[config.mk]
export PLATFORM = sky130hd
export DESIGN_NAME = pe_acc
export DESIGN_NICKNAME = d
export VERILOG_FILES = /design/src/rtl/pe_pkg.sv /design/src/rtl/pe_acc_lane.sv /design/src/rtl/pe_acc.sv
export SDC_FILE = /design/constraint.sdc
export NUM_CORES = 1
export LEC_CHECK = 0
export CAP_MARGIN = 20
export CORE_ASPECT_RATIO = 1.1
export CORE_UTILIZATION = 55
export CTS_CLUSTER_DIAMETER = 200
export DETAILED_ROUTE_END_ITERATION = 16
export PLACE_DENSITY = 0.91
export SLEW_MARGIN = 10
export SYNTH_ARGS = -nofsm -noshare
export SYNTH_HDL_FRONTEND = slang
export SYNTH_SLANG_ARGS = --single-unit
[constraint.sdc]
create_clock -name clk -period 6.8 [get_ports clk]
set_clock_uncertainty 0.2 [all_clocks]
set_input_delay 0.68 -clock clk [delete_from_list [all_inputs] [get_ports clk]]
set_output_delay 0.68 -clock clk [all_outputs]
set_load 0.02 [all_outputs]
[src/rtl/pe_pkg.sv]
// Shared definitions for the PE output path: default widths and the
// accumulator FSM state encoding.
package pe_pkg;

    localparam int PROD_W_DEF = 16;
    localparam int ACC_W_DEF  = 32;

    localparam logic [1:0] ST_IDLE  = 2'd0;
    localparam logic [1:0] ST_ACCUM = 2'd1;
    localparam logic [1:0] ST_DONE  = 2'd2;

    typedef enum logic [1:0] {
        S_IDLE  = ST_IDLE,
        S_ACCUM = ST_ACCUM,
        S_DONE  = ST_DONE
    } state_e;

endpackage

[src/rtl/pe_acc_lane.sv]
// One accumulator lane: load/add select, optional saturating add with a
// sticky clamp flag (built only when PE_ACC_SAT_EN is defined).
module pe_acc_lane
    import pe_pkg::*;
#(
    parameter int PROD_W = PROD_W_DEF,
    parameter int ACC_W  = ACC_W_DEF
) (
    input  logic              clk,
    input  logic              rst_n,
    input  logic              load_i,
    input  logic              add_i,
    input  logic [PROD_W-1:0] prod_i,
    output logic [ACC_W-1:0]  acc_o,
    output logic              sat_o
);

    logic [ACC_W-1:0] acc_q, acc_d;
    logic [ACC_W-1:0] prod_ext;
    logic [ACC_W-1:0] sum_c;

    assign prod_ext = ACC_W'($signed(prod_i));

`ifdef PE_ACC_SAT_EN
    logic [ACC_W:0] sum_w;
    logic           ovf;
    logic           sat_q, sat_d;

    // One guard bit: overflow when the guard and the top bit disagree.
    assign sum_w = {acc_q[ACC_W-1], acc_q} + {prod_ext[ACC_W-1], prod_ext};
    assign ovf   = sum_w[ACC_W] ^ sum_w[ACC_W-1];

    always_comb begin
        sum_c = sum_w[ACC_W-1:0];
        if (ovf)
            sum_c = sum_w[ACC_W] ? {1'b1, {(ACC_W-1){1'b0}}}
                                 : {1'b0, {(ACC_W-1){1'b1}}};
    end

    always_comb begin
        sat_d = sat_q;
        if (load_i)
            sat_d = 1'b0;
        else if (add_i && ovf)
            sat_d = 1'b1;
    end

    always_ff @(posedge clk or negedge rst_n) begin
        if (!rst_n)
            sat_q <= 1'b0;
        else
            sat_q <= sat_d;
    end

    assign sat_o = sat_q;
`else
    assign sum_c = acc_q + prod_ext;
    assign sat_o = 1'b0;
`endif

    always_comb begin
        acc_d = acc_q;
        if (load_i)
            acc_d = prod_ext;
        else if (add_i)
            acc_d = sum_c;
    end

    always_ff @(posedge clk or negedge rst_n) begin
        if (!rst_n)
            acc_q <= '0;
        else
            acc_q <= acc_d;
    end

    assign acc_o = acc_q;

endmodule

[src/rtl/pe_acc.sv]
// Per-lane product accumulator with a frame-length FSM and valid/ready result
// handshake. Saturating arithmetic is selected by defining PE_ACC_SAT_EN.
module pe_acc
    import pe_pkg::*;
#(
    parameter int MFU_COUNT = 4,
    parameter int PROD_W    = PROD_W_DEF,
    parameter int ACC_W     = ACC_W_DEF,
    parameter int LEN_W     = 8
) (
    input  logic                       clk,
    input  logic                       rst_n,
    input  logic [LEN_W-1:0]           cfg_len,
    input  logic                       in_valid,
    output logic                       in_ready,
    input  logic [MFU_COUNT*PROD_W-1:0] in_prod,
    output logic                       out_valid,
    input  logic                       out_ready,
    output logic [MFU_COUNT*ACC_W-1:0] out_data,
    output logic [MFU_COUNT-1:0]       out_sat
);

    state_e           state_q, state_d;
    logic [LEN_W-1:0] len_q, len_d;
    logic [LEN_W:0]   cnt_q, cnt_d;
    logic             in_ready_q, out_valid_q;
    logic             accept;
    logic             lane_load, lane_add;

    assign accept = in_valid && in_ready_q;

    always_comb begin
        state_d   = state_q;
        len_d     = len_q;
        cnt_d     = cnt_q;
        lane_load = 1'b0;
        lane_add  = 1'b0;
        unique case (state_q)
            S_IDLE: begin
                if (accept) begin
                    len_d     = (cfg_len == '0) ? LEN_W'(1) : cfg_len;
                    cnt_d     = (LEN_W+1)'(1);
                    lane_load = 1'b1;
                    state_d   = (len_d == LEN_W'(1)) ? S_DONE : S_ACCUM;
                end
            end
            S_ACCUM: begin
                if (accept) begin
                    cnt_d    = cnt_q + 1'b1;
                    lane_add = 1'b1;
                    if (cnt_d == {1'b0, len_q})
                        state_d = S_DONE;
                end
            end
            S_DONE: begin
                if (out_ready)
                    state_d = S_IDLE;
            end
            default: state_d = S_IDLE;
        endcase
    end

    // Handshake flags are registered decodes of the next state, so they
    // never see out_ready or in_valid combinationally.
    always_ff @(posedge clk or negedge rst_n) begin
        if (!rst_n) begin
            state_q     <= S_IDLE;
            len_q       <= '0;
            cnt_q       <= '0;
            in_ready_q  <= 1'b1;
            out_valid_q <= 1'b0;
        end else begin
            state_q     <= state_d;
            len_q       <= len_d;
            cnt_q       <= cnt_d;
            in_ready_q  <= (state_d != S_DONE);
            out_valid_q <= (state_d == S_DONE);
        end
    end

    assign in_ready  = in_ready_q;
    assign out_valid = out_valid_q;

    for (genvar i = 0; i < MFU_COUNT; i++) begin : g_lane
        pe_acc_lane #(
            .PROD_W(PROD_W),
            .ACC_W (ACC_W)
        ) u_lane (
            .clk   (clk),
            .rst_n (rst_n),
            .load_i(lane_load),
            .add_i (lane_add),
            .prod_i(in_prod[i*PROD_W +: PROD_W]),
            .acc_o (out_data[i*ACC_W +: ACC_W]),
            .sat_o (out_sat[i])
        );
    end

endmodule
==> results of run 1 <==
-- cell families after synthesis --
logic type / Yosys count / synth area share
xor+xnor: 112 / 0.07752
simple gates: 433 / 0.1563
flops: 149 / 0.2947
other cells: 1 / 0.0002963
mux: 53 / 0.04281
compound gates: 544 / 0.2643
buf+inv: 111 / 0.03411
fa+ha+maj: 129 / 0.1299
-- path summary, 6_finish.rpt --
path / endpoint / slack [ps] / depth (start not counted)
setup / recovery: g_lane[1].u_lane.acc_o[30] / 2110 / 13
hold / removal: g_lane[0].u_lane.acc_o[6] / 140 / 1
setup reg to reg: g_lane[3].u_lane.acc_o[31] / 2870 / 12
hold reg to reg: g_lane[0].u_lane.acc_o[20] / 310 / 2
max in group asynchronous: g_lane[3].u_lane.acc_o[27] / 4930 / 2
min in group clk: g_lane[0].u_lane.acc_o[20] / 310 / 2
-- report_power, final --
part	total [mW]	switching (mW)	internal (mW)	leakage, nW
combinational	5.42	2.99	2.43	4.84
clock	0.940	0.399	0.541	0.266
sequential	1.78	0.468	1.31	1.82
-- per-layer routing --
layer | vias up | part of all wire
met3 | 60 | 0.064
met4 | 2 | 0.019
met2 | 446 | 0.50
met5 | - | 0.00038
li1 | 5886 | -
met1 | 5812 | 0.42
-- layout by cell type (no fill, tap or decap), types with 15 or more instances in the layout --
cell type and count:
clkdlybuf4s50_1 204, and3_1 15, nor2_1 92, dfrtp_1 147
xor2_1 48, o21a_1 22, clkbuf_16 17, mux2i_1 44
nand2_1 179, ha_1 125, a21oi_1 172, o21ai_0 155
inv_1 39, xnor2_1 64, a31oi_1 23, a21o_1 67
nand3_1 31, nor2b_1 23, nor3_1 30
-- flip-flops by register name, indices dropped and copies added, names as in the netlist --
register and count:
out_valid 1, cnt_q 9, g_lane.u_lane.acc_o 128, state_q 2, len_q 8, in_ready 1
-- layout make-up --
type / count / area (um^2)
tap: 295 / 369.1
clock inverter: 12 / 131.4
timing repair buffer: 211 / 2102
inverter: 40 / 150.1
clock buffer: 20 / 436.7
sequential: 149 / 3734
multi-input combinational: 1275 / 8514
fill: 1803 / 6885
-- worst max-delay path: stages --
cell and delay [ps]:
clkdlybuf4s50_1 1080, ha_1 440, a21o_1 220, a21o_1 180, a221o_1 330, a311oi_1 440
o2bb2ai_1 210, o21ai_1 170, a2111o_1 470, a41o_1 250, xor2_1 130, nand2_1 70
a21oi_1 170
-- through the flow --
stage          power (mW)  hold WS [ps]  std cells  utilization  cell area, um^2
5_1_grt             8.770         192.8       2002       0.6916            15440
3_5_place_dp        7.117         303.0       1969       0.6656            14860
4_1_cts             8.101         147.9       2001       0.6910            15430
6_report            8.135         135.3       2002       0.6916            15440
3_3_place_gp        6.908         288.0       1969       0.6656            14860
2_1_floorplan       5.483         184.4       1535            -            12670
==> results.ini, run 1 <==
[status]
status=complete, no violations

[worst_setup_path]
cp-end-kind=flip-flop
critPathArrivalTime_ps=4840
crit_start=in_prod[31]
crit_path_start_kind=primary input
r2r-start=g_lane[3].u_lane.acc_o[1]
cp.required_ps=6950
worst-setup-path-type=in -> reg
path_max_fanout=24

[routing]
drtPass1Iterations=5
dr.first_iter.drc_count=818
antenna_left=0
wl_per_cell_um=16.91
drt-vias-per-instance=6.097
routed_wl_um=33850
drc_errors=0
dr_total_vias=12210

[yosys]
ys.warnings.count=0
synthArstFlopShare=1.000
postSynthCellCount=1532
netlist_area_mm2=0.01265
synth.top_cells.by_count=nand2_1, a21oi_1, o21ai_0
syn_area_per_cell_um2=8.260
synth.top_cell.area_share=0.2927
synth_area_leaders=dfrtp_1, ha_1, a21oi_1
synth_ff_type=dfrtp_1
synth_area_leader_cell=dfrtp_1
synth_most_common_cell=nand2_1
seq_area_frac_synth=0.2947
synth_seq_cells=149
ys_types=72
synth-edff-count=0

[floorplanning]
rows=57
start_util=0.5669
ios=210
core_region_area_mm2=0.02232
die-area_mm2=0.02362
die-width_um=146.6
fp.dieH_um=161.1

[timing]
finalSetupViolations=0
worst_slew_pin_slew_ps=1088
maxSlewHeadroom=0.2749
finalMaxSlewViolations=0
rsz0062_at_grt=no
hold_viol=0
layout_setup_ws_ps=2106
post-route-period-util=0.6903
max_freq_mhz=213.1
min_period_ps=4694
fin_tns_setup_ps=0

[min_path]
worstHoldPathType=in -> async

[placement]
dp_slack_ps=1747
gp_congestion=0.9157
dp_hpwl_um=24020
io_buffers=205

[clock_tree]
clock_sinks=149
cts_resized=0
path_clk_slew_ps=60
clock_latency_ps=420
post_cts_buffers=0
cts_max_level=4
numCtsBuffers=17
cts_root_buffer=clkbuf_16
cts_tree=built
cts_hold_buf=0
clockBufferDepth=2

[run]
cap_violations=0

[global_routing]
grt_pass1_wl_um=56170
grt_use_total=0.2874
grt_antenna_before_repair=1
grtUsageMet1=0.3572
grt.overflow.total=0
grt_use_met2=0.5015
grt_max_degree=120
gr-usage-met3=0.05141
grt-busiest-layer=met2
grt_pass1_vias=11890

[pwr]
power_density_mw_per_mm2=527.0
vdd_drop_max_uv=275.5
p_leak_nw=6.928

[layout]
n_antenna_cell=0
num-nets-final=1899
area_growth_pct=21.99
drive_gt1_frac=0.03691

No activity file was read; power rests on OpenSTA's default activity.
==> run 2, diff against run 1 <==
==> constraint.sdc (replaced) <==
create_clock -name clk -period 4.6 [get_ports clk]
set_clock_uncertainty 0.2 [all_clocks]
set_input_delay 0.46 -clock clk [delete_from_list [all_inputs] [get_ports clk]]
set_output_delay 0.46 -clock clk [all_outputs]
set_load 0.02 [all_outputs]
==> run 2 against run 1 <==
  * Register-to-register slack worse by 2100 ps
  * Setup slack worse by 1500 ps
  * Power grew 49%
  * Highest routed layer unchanged
==> results.ini, run 2 (synthesis gave the netlist of run 1 again) <==
[status]
status=complete, no violations

[routing]
antenna_left=0
dr_total_vias=12120
drc_errors=0
drt-vias-per-instance=6.027
wl_per_cell_um=16.76
dr.first_iter.drc_count=658
routed_wl_um=33680
drtPass1Iterations=5

[pwr]
swShare=0.4710
pwr-share-comb=0.664
power_density_mw_per_mm2=779.1
seqPwrFrac=0.216
clockPowerShare=0.120
p_total_mw=12.10
p_leak_nw=6.985
vdd_drop_max_uv=420.8
cellInternalPower_mw=6.401
p_sw_mw=5.698

[clock_tree]
cts_root_buffer=clkbuf_16
cts_max_level=4
clock_latency_ps=420
clockBufferDepth=2
cts_tree=built
numCtsBuffers=17
clock_sinks=149
path_clk_slew_ps=70
post_cts_buffers=0

[worst_setup_path]
critPathBufInv=1
r2r-end=g_lane[3].u_lane.acc_o[31]
worst-setup-path-type=in -> reg
path_delay_family=compound AO/OA/AOI/OAI gates
cpMostUsedCell=a21o_1
r2r_slack_ps=770
r2r-start=g_lane[3].u_lane.acc_o[1]
reg2regPathDepth=12
crit_path_start_kind=primary input
critPathArrivalTime_ps=4090
slowest_delay_ps=510
cp_num_cells=13
path_max_fanout=6
cp-end-kind=flip-flop
cp_slowest_cell=clkdlybuf4s50_1
cp.required_ps=4750
path_cells=clkdlybuf4s50_1 -> ha_1 -> a21o_1 -> a21o_1 -> a221o_1 -> a311oi_1 -> o2bb2ai_1 -> o21ai_1 -> a2111o_1 -> a41o_1 -> xor2_1 -> nand2_1 -> a21oi_1

[timing]
finalSetupViolations=0
worst_slew_pin_slew_ps=1055
min_period_ps=3944
finalMaxSlewViolations=0
fin_tns_setup_ps=0
hold_viol=0
rsz0062_at_grt=no
max_freq_mhz=253.6
post-route-period-util=0.8574
maxSlewHeadroom=0.2958

[floorplanning]
fp.dieH_um=161.1
die-width_um=146.6
ios=210
die-area_mm2=0.02362
rows=57
core_region_area_mm2=0.02232
start_util=0.5669

[min_path]
min_path_cells=2
worstHoldPathType=reg -> reg
min_to=g_lane[0].u_lane.acc_o[20]
hold_start=g_lane[0].u_lane.acc_o[20]

[global_routing]
grt_pass1_wl_um=56480
grt_max_degree=108
grt_antenna_before_repair=1
grt_use_total=0.2893
grt.overflow.total=0
grt_pass1_vias=12110

[layout]
final_area_mm2=0.01553
drive_gt1_frac=0.04140
num-nets-final=1907
fillers=1717
final_common_cell=clkdlybuf4s50_1
multi_input_area_mm2=0.008514
largest_register_ffs=128
area_growth_pct=22.71
n_antenna_cell=0
seq_area_mm2=0.003734
layout_common_cells=clkdlybuf4s50_1, nand2_1, a21oi_1

[placement]
dp_hpwl_um=24280
gp_congestion=0.9735
io_buffers=205
placed_cell_area_mm2=0.01491

[run]
cap_violations=0

## run 2: cell types whose count changed in the layout (fill, tap and decap cells not counted)
| cell | previous run | this run |
|---|---|---|
| buf_4 | 5 | 13 |
| buf_6 | 2 | 1 |
| bufinv_16 | 2 | 3 |
| clkbuf_1 | 3 | 2 |
| clkbuf_8 | 0 | 1 |
| clkinvlp_4 | 4 | 3 |
| dlygate4sd3_1 | 0 | 1 |
## run 2: timing repair
item,4_1_cts,5_1_grt
hold endpoints to repair,71,0
gates resized for setup,0,0
hold buffers,1,0
## run 2: power by group through the flow
stage	clock network [mW]	registers (mW)	logic [mW]
2_1_floorplan	0	3.06	5.05
3_3_place_gp	0	2.59	7.65
3_5_place_dp	0	2.61	7.91
4_1_cts	1.47	2.61	7.98
5_1_grt	1.53	2.69	8.86
6_report	1.46	2.61	8.03
## run 2: worst max-delay path by stage
| stage | to | slack (ps) | from |
|---|---|---|---|
| 2_1_floorplan | g_lane[3].u_lane.acc_o[31] | 1140 | g_lane[3].u_lane.acc_o[14] |
| 3_3_place_gp | g_lane[1].u_lane.acc_o[30] | 410 | in_prod[31] |
| 3_5_place_dp | g_lane[1].u_lane.acc_o[30] | 320 | in_prod[31] |
| 4_1_cts | g_lane[1].u_lane.acc_o[30] | 740 | in_prod[31] |
| 5_1_grt | g_lane[3].u_lane.acc_o[31] | 450 | in_prod[49] |
| 6_report | g_lane[1].u_lane.acc_o[30] | 660 | in_prod[31] |
## run 2: per-stage QoR
step | setup slack (ps) | hold slack [ps] | instances | util
2_1_floorplan | 1137 | -35.59 | 1535 | -
5_1_grt | 447.8 | 343.9 | 2010 | 0.6956
3_5_place_dp | 323.2 | 302.6 | 1976 | 0.6680
6_report | 656.1 | 313.8 | 2010 | 0.6956
3_3_place_gp | 411.7 | 287.9 | 1976 | 0.6680
4_1_cts | 743.8 | 317.5 | 2009 | 0.6953
## run 2: tightest hold or removal path, stage by stage (launching register included)
cell     delay, ps
dfrtp_1        370
nand2_1         50
o21ai_0         60
## run 2: area by class of cell
class,instances,share of cell area
repair buffers,219,0.1392
flip-flops and latches,149,0.2404
well taps,295,0.02377
clock buffers,20,0.02876
inverters,40,0.009669
multi-input cells,1275,0.5483
clock inverters,12,0.009911
## run 2: routing by layer
metal,up-vias,track usage,wire (um)
met2,426,0.4978,16400
met5,-,0,13
met3,91,0.06497,2241
li1,5913,-,-
met1,5683,0.3462,14040
met4,2,0.1236,985
==> run 3, diff against run 2 <==
--- a/config.mk
+++ b/config.mk
@@ -11,7 +11,7 @@
 export CTS_CLUSTER_DIAMETER = 200
 export DETAILED_ROUTE_END_ITERATION = 16
 export PLACE_DENSITY = 0.91
-export SLEW_MARGIN = 10
+export SLEW_MARGIN = 40
 export SYNTH_ARGS = -nofsm -noshare
 export SYNTH_HDL_FRONTEND = slang
 export SYNTH_SLANG_ARGS = --single-unit
==> run 3 against run 2 <==
  * Power is 0.34% higher
  * Combinational power about the same
  * Design area up 0.20%
  * First-iteration DRC count up 12%
  * Setup slack lost 3.0 ps
  * Via count shrank 0.21%
  * Hold slack better by 1.2 ps
  * Clock power rose by 3%
  * Count of clock-buffer cells in the layout fell by 1
  * Critical path type unchanged
==> results.ini, run 3 (synthesis gave the netlist of run 1 again) <==
[clock_tree]
clock_sinks=149
post_cts_buffers=0
cts_max_level=4
cts_tree=built
path_clk_slew_ps=70
cts_root_buffer=clkbuf_16
clockBufferDepth=2
cts_hold_buf=1
numCtsBuffers=17
cts_resized=0
clock_latency_ps=430

[pwr]
p_leak_nw=6.995
vdd_drop_max_uv=394.3
power_density_mw_per_mm2=780.2
p_total_mw=12.14

[routing]
dr.first_iter.drc_count=735
dr_total_vias=12090
drt-vias-per-instance=6.017
drtPass1Iterations=5
antenna_left=0
routed_wl_um=33720
drc_errors=0
wl_per_cell_um=16.79

[floorplanning]
die-area_mm2=0.02362
die-width_um=146.6
fp.dieH_um=161.1
core_region_area_mm2=0.02232
ios=210
rows=57
start_util=0.5669

[worst_setup_path]
crit_start=in_prod[31]
reg2regPathDepth=12
critPathArrivalTime_ps=4100
r2r-end=g_lane[3].u_lane.acc_o[31]
crit_path_start_kind=primary input
path_max_fanout=6
cp.required_ps=4750
worst-setup-path-type=in -> reg
r2r-start=g_lane[3].u_lane.acc_o[1]
cp-end-kind=flip-flop
crit_end=g_lane[1].u_lane.acc_o[30]
r2r_slack_ps=800

[global_routing]
grt_pass1_vias=12040
grtUsageMet1=0.3577
grt_max_degree=108
grt_use_met2=0.4994
grt-busiest-layer=met2
gr-usage-met3=0.05537
grt_antenna_before_repair=1
grt_use_total=0.2911
grt.overflow.total=0
grt_pass1_wl_um=56680

[placement]
dp_hpwl_um=24310
gp_congestion=0.9735
io_buffers=205

[timing]
post-route-period-util=0.8580
fin_tns_setup_ps=0
worst_slew_pin_slew_ps=766.1
maxSlewHeadroom=0.4882
hold_viol=0
max_freq_mhz=253.4
rsz0062_at_grt=no
min_period_ps=3947
finalSetupViolations=0
finalMaxSlewViolations=0

[layout]
layout_common_cells=clkdlybuf4s50_1, nand2_1, a21oi_1
drive_gt1_frac=0.04376
area_growth_pct=22.96
n_antenna_cell=0
largest_register_ffs=128
num-nets-final=1906
final_common_cell=clkdlybuf4s50_1

[run]
cap_violations=0

[min_path]
worstHoldPathType=reg -> reg

[status]
status=complete, no violations

[run 3: cell types whose count changed in the layout (fill, tap and decap cells not counted), sizes merged]
cell    delta
inv        +2
clkbuf     -1
buf        -1
clkinv     -1
[run 3: worst min path at each step]
stage,startpoint,to,slack [ps],depth (start not counted)
2_1_floorplan,rst_n,cnt_q[0],-40,0
3_3_place_gp,g_lane[2].u_lane.acc_o[0],g_lane[2].u_lane.acc_o[0],290,2
3_5_place_dp,g_lane[3].u_lane.acc_o[5],g_lane[3].u_lane.acc_o[5],300,2
4_1_cts,g_lane[3].u_lane.acc_o[5],g_lane[3].u_lane.acc_o[5],320,2
5_1_grt,g_lane[3].u_lane.acc_o[5],g_lane[3].u_lane.acc_o[5],340,2
6_report,g_lane[0].u_lane.acc_o[20],g_lane[0].u_lane.acc_o[20],310,2
[run 3: routing by layer]
layer / vias to the layer above / wire length, um
met1: 5670 / 14160
li1: 5903 / -
met4: 2 / 885
met5: - / 13
met3: 81 / 2185
met2: 433 / 16480
[run 3: report_power, final]
part           switching, mW  internal [mW]  total, mW
Clock                  0.607          0.892       1.50
Combinational           4.43           3.59       8.03
Sequential             0.679           1.94       2.61
[run 3: per-stage QoR]
stage	cells	setup WS, ps	cell area (um^2)	hold WS (ps)	util
floorplan	1535	1137	12670	-35.59	-
global placement	1976	411.7	14910	287.9	0.6680
detailed placement	1976	303.2	14920	301.3	0.6685
CTS	2009	729.2	15560	316.7	0.6969
global route	2009	462.2	15560	338.8	0.6970
finish	2009	653.1	15560	315.0	0.6970
[run 3: final cells by class]
type / count / area (um^2)
Multi-Input combinational cell: 1275 / 8522
Fill cell: 1729 / 6763
Sequential cell: 149 / 3734
Timing Repair Buffer: 218 / 2157
Clock buffer: 19 / 452.9
Tap cell: 295 / 369.1
Clock inverter: 13 / 172.7
Inverter: 40 / 152.6
[run 3: critical path: stages]
cell and delay [ps]:
clkdlybuf4s50_1 510, ha_1 430, a21o_1 230, a21o_1 180
a221o_1 340, a311oi_1 480, o2bb2ai_1 220, o21ai_1 170
a2111o_1 460, a41o_1 250, xor2_1 140, nand2_1 70
a21oi_1 160
